File: src/rtl/axil_pkg.sv
// Shared AXI4-Lite write-side constants and helpers.
// Optional range checking in the top level is enabled by defining AXIL_WR_RANGE_CHECK_EN.
package axil_pkg;

    localparam logic [1:0] AXIL_RESP_OKAY   = 2'b00;
    localparam logic [1:0] AXIL_RESP_SLVERR = 2'b10;

    function automatic int axil_strb_w(input int data_w);
        return data_w / 8;
    endfunction

endpackage

File: src/rtl/axil_wr_regfile.sv
// Word-addressed register file with a byte-strobed write port and a combinational read port.
// All words clear on asynchronous active-low reset.
module axil_wr_regfile
    import axil_pkg::*;
#(
    parameter int DATA_W = 32,
    parameter int DEPTH  = 16,
    localparam int STRB_W = axil_strb_w(DATA_W),
    localparam int IDX_W  = $clog2(DEPTH)
) (
    input  logic              clk,
    input  logic              rst,
    input  logic              i_we,
    input  logic [IDX_W-1:0]  i_widx,
    input  logic [DATA_W-1:0] i_wdata,
    input  logic [STRB_W-1:0] i_wstrb,
    input  logic [IDX_W-1:0]  i_raddr,
    output logic [DATA_W-1:0] o_rdata
);

    logic [DATA_W-1:0] r_mem [DEPTH];

    always_ff @(posedge clk or negedge rst) begin
        if (!rst) begin
            for (int i = 0; i < DEPTH; i++) begin
                r_mem[i] <= '0;
            end
        end else if (i_we) begin
            for (int b = 0; b < STRB_W; b++) begin
                if (i_wstrb[b]) begin
                    r_mem[i_widx][b*8 +: 8] <= i_wdata[b*8 +: 8];
                end
            end
        end
    end

    assign o_rdata = r_mem[i_raddr];

endmodule

File: src/rtl/axil_write_responder.sv
// AXI4-Lite write endpoint: holds AW and W independently, commits into a register file, returns B.
// Define AXIL_WR_RANGE_CHECK_EN to reject word addresses beyond DEPTH with SLVERR.
module axil_write_responder
    import axil_pkg::*;
#(
    parameter int ADDR_W = 16,
    parameter int DATA_W = 32,
    parameter int DEPTH  = 16,
    localparam int STRB_W = axil_strb_w(DATA_W),
    localparam int IDX_W  = $clog2(DEPTH)
) (
    input  logic              clk,
    input  logic              rst,
    input  logic [ADDR_W-1:0] s_axil_awaddr,
    input  logic [2:0]        s_axil_awprot,
    input  logic              s_axil_awvalid,
    output logic              s_axil_awready,
    input  logic [DATA_W-1:0] s_axil_wdata,
    input  logic [STRB_W-1:0] s_axil_wstrb,
    input  logic              s_axil_wvalid,
    output logic              s_axil_wready,
    output logic [1:0]        s_axil_bresp,
    output logic              s_axil_bvalid,
    input  logic              s_axil_bready,
    output logic              wr_notify,
    output logic [IDX_W-1:0]  wr_notify_idx,
    input  logic [IDX_W-1:0]  debug_addr,
    output logic [DATA_W-1:0] debug_data
);

    // Handshakes: a beat transfers on the rising edge where valid && ready are both high;
    // ready depends only on local state, never on the partner's valid, and B holds until bready.
    logic              r_aw_full;
    logic [IDX_W-1:0]  r_aw_idx;
    logic              r_aw_err;
    logic              r_w_full;
    logic [DATA_W-1:0] r_wdata;
    logic [STRB_W-1:0] r_wstrb;
    logic              r_bvalid;
    logic [1:0]        r_bresp;

    logic w_aw_hs;
    logic w_w_hs;
    logic w_b_hs;
    logic w_commit;
    logic w_commit_ok;
    logic w_aw_oor;
    logic w_unused_bits;

    assign w_aw_hs     = s_axil_awvalid && !r_aw_full;
    assign w_w_hs      = s_axil_wvalid && !r_w_full;
    assign w_b_hs      = r_bvalid && s_axil_bready;
    assign w_commit    = r_aw_full && r_w_full && !r_bvalid;
    assign w_commit_ok = w_commit && !r_aw_err;

`ifdef AXIL_WR_RANGE_CHECK_EN
    assign w_aw_oor      = |s_axil_awaddr[ADDR_W-1:2+IDX_W];
    assign w_unused_bits = ^{s_axil_awprot, s_axil_awaddr[1:0]};
`else
    assign w_aw_oor      = 1'b0;
    assign w_unused_bits = ^{s_axil_awprot, s_axil_awaddr[1:0], s_axil_awaddr[ADDR_W-1:2+IDX_W]};
`endif

    always_ff @(posedge clk or negedge rst) begin
        if (!rst) begin
            r_aw_full <= 1'b0;
            r_aw_idx  <= '0;
            r_aw_err  <= 1'b0;
        end else if (w_commit) begin
            r_aw_full <= 1'b0;
        end else if (w_aw_hs) begin
            r_aw_full <= 1'b1;
            r_aw_idx  <= s_axil_awaddr[2 +: IDX_W];
            r_aw_err  <= w_aw_oor;
        end
    end

    always_ff @(posedge clk or negedge rst) begin
        if (!rst) begin
            r_w_full <= 1'b0;
            r_wdata  <= '0;
            r_wstrb  <= '0;
        end else if (w_commit) begin
            r_w_full <= 1'b0;
        end else if (w_w_hs) begin
            r_w_full <= 1'b1;
            r_wdata  <= s_axil_wdata;
            r_wstrb  <= s_axil_wstrb;
        end
    end

    // A commit can only start with B idle, so setting and clearing bvalid never collide.
    always_ff @(posedge clk or negedge rst) begin
        if (!rst) begin
            r_bvalid <= 1'b0;
            r_bresp  <= AXIL_RESP_OKAY;
        end else if (w_commit) begin
            r_bvalid <= 1'b1;
            r_bresp  <= r_aw_err ? AXIL_RESP_SLVERR : AXIL_RESP_OKAY;
        end else if (w_b_hs) begin
            r_bvalid <= 1'b0;
        end
    end

    axil_wr_regfile #(
        .DATA_W (DATA_W),
        .DEPTH  (DEPTH)
    ) u_regfile (
        .clk     (clk),
        .rst     (rst),
        .i_we    (w_commit_ok),
        .i_widx  (r_aw_idx),
        .i_wdata (r_wdata),
        .i_wstrb (r_wstrb),
        .i_raddr (debug_addr),
        .o_rdata (debug_data)
    );

    assign s_axil_awready = !r_aw_full;
    assign s_axil_wready  = !r_w_full;
    assign s_axil_bvalid  = r_bvalid;
    assign s_axil_bresp   = r_bresp;
    assign wr_notify      = w_commit_ok;
    assign wr_notify_idx  = r_aw_idx;

endmodule

File: config.mk
export PLATFORM = sky130hd
export DESIGN_NAME = axil_write_responder
export DESIGN_NICKNAME = d
export VERILOG_FILES = /design/src/rtl/axil_pkg.sv /design/src/rtl/axil_wr_regfile.sv /design/src/rtl/axil_write_responder.sv
export SDC_FILE = /design/constraint.sdc
export NUM_CORES = 1
export LEC_CHECK = 0
export BUFFER_PORTS_ARGS = -buffer_cell sky130_fd_sc_hd__buf_2
export CAP_MARGIN = 10
export CORE_MARGIN = 8
export CORE_UTILIZATION = 45
export DETAILED_ROUTE_END_ITERATION = 10
export GPL_TIMING_DRIVEN = 1
export HOLD_SLACK_MARGIN = 0.1
export PLACE_DENSITY = 0.71
export SYNTH_ARGS = -nofsm -noshare
export SYNTH_HDL_FRONTEND = slang
export SYNTH_SLANG_ARGS = --single-unit
File: constraint.sdc
create_clock -name clk -period 3.9 [get_ports clk]
set_input_delay 0.585 -clock clk [delete_from_list [all_inputs] [get_ports clk]]
set_output_delay 0.585 -clock clk [all_outputs]
set_load 0.02 [all_outputs]
==> results by group, run 1 <==
Global routing
  • GRT Residual Overflow: 0
  • Largest net degree at the start of global routing: roughly 120
  • Initial antenna violation count: 0
  • Vias in the first global route: 15,400
  • Total track usage: 0.180
  • Global-route wire length before repair: between 90,000 and 100,000 um

Die
  • Die Wd: 258 um
  • Starting Density: 0.455
  • I/O pin count: 106
  • Die height: 258 um
  • Core ar.: 57,700 sq um
  • # rows: 88
  • Die area: 66,400 sq um

STA
  • Setup violators final: 0
  • Max transition margin: 0.343
  • Final period utilization: 0.784
  • Slew Viols, Final: 0
  • Fmax: between 0.3 and 0.4 GHz
  • Hold Violations, Final: 0
  • Min setup slack post-route: 0.843 ns
  • Slew at the pin with the worst max-slew slack: 0.985 ns
  • Setup Skew: 0.0212 ns
  • Clock period minus worst slack: roughly 3 ns
  • Unrepaired setup endpoints after global routing: no
  • Setup TNS: 0 ns

Yosys
  • Synth Cell Area: 26,300 sq um
  • Multiplexer share of the synthesized area: 0.378
  • Yosys cell types: 33
  • Xor/xnor share of the synthesized area: 0
  • Simple-gate share of the synthesized area: 0.0529
  • Mapped Avg Cell Area: 17.1 sq um
  • Compound-Gate Fraction of Synth Area: 0.0185
  • YS warnings: 0
  • Adder-cell area share of the yosys netlist: 0
  • Main combinational cell family by area after synthesis: multiplexers
  • Number of synthesized register bits: about 560
  • Seq/Total Area, Yosys: 0.528
  • Post-Synthesis Cells: between 1,500 and 2,000

Critical path
  • CP arrival: 2.47 ns
  • Crit path kind: primary input to output pin
  • Delay-heaviest family, CP: buffers and inverters
  • Worst EP required: 3.31 ns
  • Slowest CP cell: mux4_2
  • Crit-path cells: clkbuf_8, buf_12, mux4_2, a22oi_1, nand2_1, buf_2
  • Buffers & Inverters on Critical Path: 3
  • FF-to-FF path depth: 3
  • Critical Path Source Type: primary input
  • CP endpoint kind: output pin
  • R2R Setup Slk: 1.17 ns
  • CP Max Fanout: 38
  • Largest stage delay, worst path: 0.54 ns
  • Reg2reg end: u_regfile.r_mem[231]
  • Reg-to-reg startpoint: r_w_full

Clock network
  • CTS Buf Count: 58
  • TritonCTS clock tree: yes
  • Root buffer cell: clkbuf_16
  • Reg clk slew, reported paths: approximately 0.060 ns
  • Worst skew pair latency: 0.61 ns
  • H-tree level count: 2
  • Setup bufs post-CTS: 0
  • Post-cts sizing count: 0
  • Count of clock tree sinks: 555
  • Clock Path Buffers: 3
  • # hold bufs at CTS: 1

Power and ir drop
  • Leak: 14.2 nW
  • VDD IR max: 0.492 mV
  • Cell Pwr Density: between 700 and 800 nW/um^2

Hold path
  • Hold-critical path depth: 2
  • Worst Hold Class: primary input to register
  • Hold endpoint: s_axil_bvalid
  • Hold path start: s_axil_bready

Routing
  • Drt drc: 0
  • Post-DR wirelength/cell: 24.4 um
  • Pre-Repair DR Iteration Count: 6
  • Post-route ant nets: 0
  • Drt via density: 5.67
  • Via count: 13,800
  • Iteration-0 DRC Markers: approximately 900
  • Total Wirelength: 59,100 um

Finish
  • Share of cells above drive strength 1: 0.581
  • Ant. Diodes: 0
  • Final net count: about 1,700
  • Non-filler cells, final: 2,426
  • Post-route design area: 29,400 sq um
  • Synthesis-to-finish area growth: 12.1%
  • Final Core Density: 0.510

Run status
  • Status: complete, no violations

Flow run
  • Maxcap violations: 0

Placed design
  • PortBufs: 88
  • Dpl cell area: roughly 28,000 sq um
  • GPL Wtd Cong: around 0.75
  • Placed Cells: about 2,300
  • Setup WS pre-CTS: 0.832 ns
  • Post-DP HPWL: approximately 36,000 um
==> cell type report <==
type	count	area, sq um
multi-input cells	878	11900
well taps	765	957
clock inverters	15	156
inverters	4	15.0
clock buffers	91	1760
fillers	4754	28200
flip-flops and latches	555	13900
repair buffers	118	818
==> Yosys cell counts <==
| master | instances | share of area |
|---|---|---|
| a22oi_1 | 64 | 0.018 |
| and2_1 | 1 | 0.00024 |
| and4b_1 | 4 | 0.0015 |
| and4bb_1 | 1 | 0.00048 |
| and4bb_4 | 5 | 0.0031 |
| buf_1 | 3 | 0.00043 |
| buf_12 | 5 | 0.0038 |
| buf_2 | 14 | 0.0027 |
| buf_4 | 3 | 0.00086 |
| buf_6 | 5 | 0.0021 |
| buf_8 | 4 | 0.0023 |
| clkbuf_1 | 63 | 0.0090 |
| conb_1 | 1 | 0.00014 |
| dfrtp_1 | 555 | 0.53 |
| inv_1 | 4 | 0.00057 |
| mux2_1 | 10 | 0.0043 |
| mux2_2 | 318 | 0.14 |
| mux2_4 | 224 | 0.13 |
| mux4_2 | 128 | 0.11 |
| nand2_1 | 32 | 0.0046 |
| nand2_2 | 20 | 0.0048 |
| nand2_8 | 24 | 0.018 |
| nand3b_1 | 1 | 0.00029 |
| nand4_4 | 1 | 0.00081 |
| nand4b_2 | 4 | 0.0023 |
| nand4b_4 | 4 | 0.0036 |
| nor2_1 | 5 | 0.00071 |
| nor2_2 | 16 | 0.0038 |
| nor2_8 | 4 | 0.0030 |
| nor2b_1 | 4 | 0.00095 |
| nor4_4 | 1 | 0.00081 |
| nor4b_4 | 4 | 0.0036 |
| o21ai_0 | 1 | 0.00019 |
==> registers in the layout (all words and copies together) (netlist names) <==
signal	cells
r_wdata	32
s_axil_bvalid	1
u_regfile.r_mem	512
r_aw_full	1
r_wstrb	4
wr_notify_idx	4
r_w_full	1
==> layout by cell type, fill, tap and decap left out, types with 2 or more instances in the layout <==
| cell | netlist | final |
|---|---|---|
| dfrtp_1 | 555 | 555 |
| clkbuf_1 | 63 | 16 |
| mux4_2 | 128 | 128 |
| mux2_2 | 318 | 318 |
| nor2_1 | 5 | 4 |
| buf_12 | 5 | 10 |
| nand2_2 | 20 | 20 |
| bufinv_16 | 0 | 3 |
| nor2_2 | 16 | 16 |
| nor4b_4 | 4 | 4 |
| mux2_4 | 224 | 224 |
| a22oi_1 | 64 | 64 |
| nand4b_2 | 4 | 4 |
| buf_2 | 14 | 85 |
| buf_4 | 3 | 19 |
| nand4b_4 | 4 | 4 |
| clkbuf_8 | 0 | 17 |
| conb_1 | 1 | 2 |
| inv_1 | 4 | 4 |
| and4bb_4 | 5 | 5 |
| nor2_8 | 4 | 4 |
| and4b_1 | 4 | 4 |
| clkinv_2 | 0 | 10 |
| clkbuf_16 | 0 | 59 |
| nand2_8 | 24 | 24 |
| nor2b_4 | 0 | 3 |
| mux2_1 | 10 | 10 |
| nand2_1 | 32 | 32 |
==> per-stage QoR <==
stage | hold slack, ns | total power [mW]
5_1_grt | 0.157 | 22.0
6_report | 0.154 | 20.9
3_3_place_gp | 0.462 | 15.1
4_1_cts | 0.120 | 21.1
2_1_floorplan | 0.289 | 14.0
3_5_place_dp | 0.475 | 15.5
==> how the worst max path moves through the flow <==
stage                              from              to  slack [ns]  cells after the start
after floorplan           debug_addr[0]  debug_data[11]        1.33                      5
after global placement    debug_addr[0]   debug_data[2]        0.82                      6
after detailed placement  debug_addr[0]   debug_data[2]        0.83                      6
after CTS                 debug_addr[0]   debug_data[2]        0.83                      6
after global routing      debug_addr[0]   debug_data[7]        0.77                      6
final                     debug_addr[0]   debug_data[2]        0.84                      6
==> report_power, final <==
group | switching, mW | total, mW | internal (mW)
clock network | 2.25 | 5.52 | 3.27
registers | 2.07 | 9.89 | 7.82
logic | 2.03 | 5.49 | 3.47
total | 6.35 | 20.9 | 14.6
==> worst reg2reg max path, cell delays in order, from the launching register on <==
cell and delay [ns]:
dfrtp_1 0.75, and4b_1 0.97, nand2_2 0.49, mux2_2 0.41
==> per-layer routing <==
layer / part of all wire / global-route usage
met5: 0 / 0
met2: 0.47 / 0.288
met1: 0.46 / 0.250
met4: 0.030 / 0.0600
met3: 0.036 / 0.0282
==> kinds of logic after synthesis <==
| kind of cell | count (synthesis) |
|---|---|
| other | 1 |
| AOI/OAI and AO/OA | 65 |
| muxes | 680 |
| buffers and inverters | 101 |
| DFF | 555 |
| and+or+nand+nor | 131 |
Power figures use the tool's default switching activity.
==> run 2, diff against run 1 <==
Clock period 3.9 ns to 2.9 ns, I/O delays scaled along.
==> results by group, run 2 (synthesis gave the netlist of run 1 again) <==
Finish
  • Commonest non-fill, non-tap cells in the layout: dfrtp_1, mux2_2, mux2_4
  • Ant. Diodes: 0 (unchanged)
  • Biggest regs: u_regfile.r_mem: 512 flops, r_wdata: 32 flops
  • Most common cell after layout, fill and taps aside: dfrtp_1
  • Max reg flops: 512 (unchanged)
  • Synthesis-to-finish area growth: 15.1%
  • Layout fillers: 4,651 (-2.2%)
  • Non-filler cells, final: 2,494 (+2.8%)
  • Post-route design area: 30,200 sq um (+2.7%)
  • Final net count: 1,748 (+4.1%)
  • Largest register by flop count: u_regfile.r_mem
  • Share of cells above drive strength 1: 0.575 (-0.00608)

Global routing
  • Vias in the first global route: 15,600 (+1.2%)
  • Initial antenna violation count: 1 (+1)
  • GRT Residual Overflow: 0 (unchanged)
  • Total track usage: 0.182 (+0.00176)
  • Global-route wire length before repair: 95,100 um (+0.77%)
  • Largest net degree at the start of global routing: 106 (-9.4%)

Placed design
  • PortBufs: 88 (unchanged)
  • Placed Cells: 2,347 (+1.2%)
  • GPL Wtd Cong: 0.762 (+2.0%)
  • Dpl cell area: 27,900 sq um (+1.2%)
  • Setup WS pre-CTS: 0.334 ns (-0.498 ns)
  • Post-DP HPWL: 37,400 um (+2.6%)

Routing
  • Iteration-0 DRC Markers: 746 (-18%)
  • Drt via density: 5.63 (-0.67%)
  • Via count: 14,000 (+2.1%)
  • Post-route ant nets: 0 (unchanged)
  • Post-DR wirelength/cell: 24.1 um (-0.93%)
  • Total Wirelength: 60,200 um (+1.9%)
  • Drt drc: 0 (unchanged)
  • Pre-Repair DR Iteration Count: 4 (-2)

Power and ir drop
  • Cell Pwr Density: 940 nW/um^2 (+32%)
  • Leak: 14.6 nW (+2.7%)
  • VDD IR max: 0.509 mV (+3.4%)

Critical path
  • Worst EP required: 2.47 ns (-0.84 ns)
  • CP Max Fanout: 2 (-95%)
  • FF-to-FF path depth: 3 (unchanged)
  • Crit path kind: register to output pin
  • Reg-to-reg startpoint: r_aw_full
  • Critical Path Source Type: register
  • Reg2reg end: u_regfile.r_mem[263]
  • Worst Setup SP: u_regfile.r_mem[151]
  • CP endpoint kind: output pin
  • CP arrival: 2.12 ns (-0.35 ns)
  • R2R Setup Slk: 0.54 ns (-0.63 ns)

Die
  • Core ar.: 57,700 sq um (unchanged)
  • I/O pin count: 106 (unchanged)
  • Die area: 66,400 sq um (unchanged)
  • Die height: 258 um (unchanged)
  • # rows: 88 (unchanged)
  • Die Wd: 258 um (unchanged)
  • Starting Density: 0.455 (unchanged)

STA
  • Setup violators final: 0 (unchanged)
  • Unrepaired setup endpoints after global routing: no
  • Min setup slack post-route: 0.344 ns (-0.499 ns)
  • Slew Viols, Final: 0 (unchanged)
  • Setup Skew: 0.0103 ns (-0.0109 ns)
  • Clock period minus worst slack: between 2 and 3 ns
  • Slew at the pin with the worst max-slew slack: 0.682 ns (-0.303 ns)
  • Worst hold margin: 0.140 ns (-0.0144 ns)
  • Hold Violations, Final: 0 (unchanged)
  • Setup TNS: 0 ns (unchanged)
  • Final period utilization: 0.881
  • Fmax: 0.391 GHz
  • Max transition margin: 0.545 (+0.202)

Run status
  • Status: complete, no violations

Clock network
  • TritonCTS clock tree: yes
  • # hold bufs at CTS: 42 (+41)
  • Post-cts sizing count: 0 (unchanged)
  • H-tree level count: 2 (unchanged)
  • CTS Buf Count: 58 (unchanged)
  • Reg clk slew, reported paths: 0.06 ns (about the same)
  • Clock Path Buffers: 3 (unchanged)
  • Worst skew pair latency: 0.61 ns (about the same)
  • Setup bufs post-CTS: 0 (unchanged)
  • Count of clock tree sinks: 555 (unchanged)
  • Root buffer cell: clkbuf_16

Hold path
  • Hold-critical path depth: 2 (unchanged)
  • Worst Hold Class: primary input to register
  • Hold path start: s_axil_awaddr[4]
  • Hold endpoint: wr_notify_idx[2]

Flow run
  • Maxcap violations: 0 (unchanged)
-- run 2: cell count changes in the layout (fill, tap and decap cells not counted), sizes merged --
cell and change:
dlygate4sd3 +41, clkbuf +2, inv -1, buf +28
clkinv -2
-- run 2: metal layers --
metal,GRT usage,up-vias,wire length [um]
met2,0.284,274,28200
met5,0,-,0
met3,0.0323,95,2480
met1,0.254,7597,27400
li1,-,6076,-
met4,0.0661,0,2070
-- run 2: area by class of cell --
cell class,instances,area [sq um],share of cell area
repair buffers,187,1560,0.0517
clock buffers,93,1830,0.0604
inverters,4,15.0,0.000496
flip-flops and latches,555,13900,0.459
well taps,765,957,0.0316
clock inverters,12,141,0.00467
multi-input cells,878,11900,0.392
-- run 2: worst max path at each step --
stage	end	slack [ns]	cells past startpoint
4_1_cts	debug_data[23]	0.30	4
6_report	debug_data[23]	0.34	4
5_1_grt	debug_data[11]	0.25	7
3_5_place_dp	debug_data[19]	0.33	7
3_3_place_gp	debug_data[11]	0.35	7
2_1_floorplan	debug_data[11]	0.63	5
-- run 2: per-stage QoR --
stage               utilization  total power [mW]
floorplan                     -              18.8
global placement          0.483              20.4
detailed placement        0.483              20.9
CTS                       0.524              28.7
global route              0.524              29.9
finish                    0.524              28.4
-- run 2: report_power, final --
part / switching (mW) / leakage, nW / internal (mW)
Combinational: 2.91 / 6.20 / 4.78
Clock: 3.04 / 0.972 / 4.55
Sequential: 2.64 / 7.38 / 10.5
-- run 2: critical path, stage by stage (launching register included) --
cell and delay, ns:
dfrtp_1 0.37, mux4_2 0.48, a22oi_1 0.35, nand2_1 0.13
buf_2 0.18
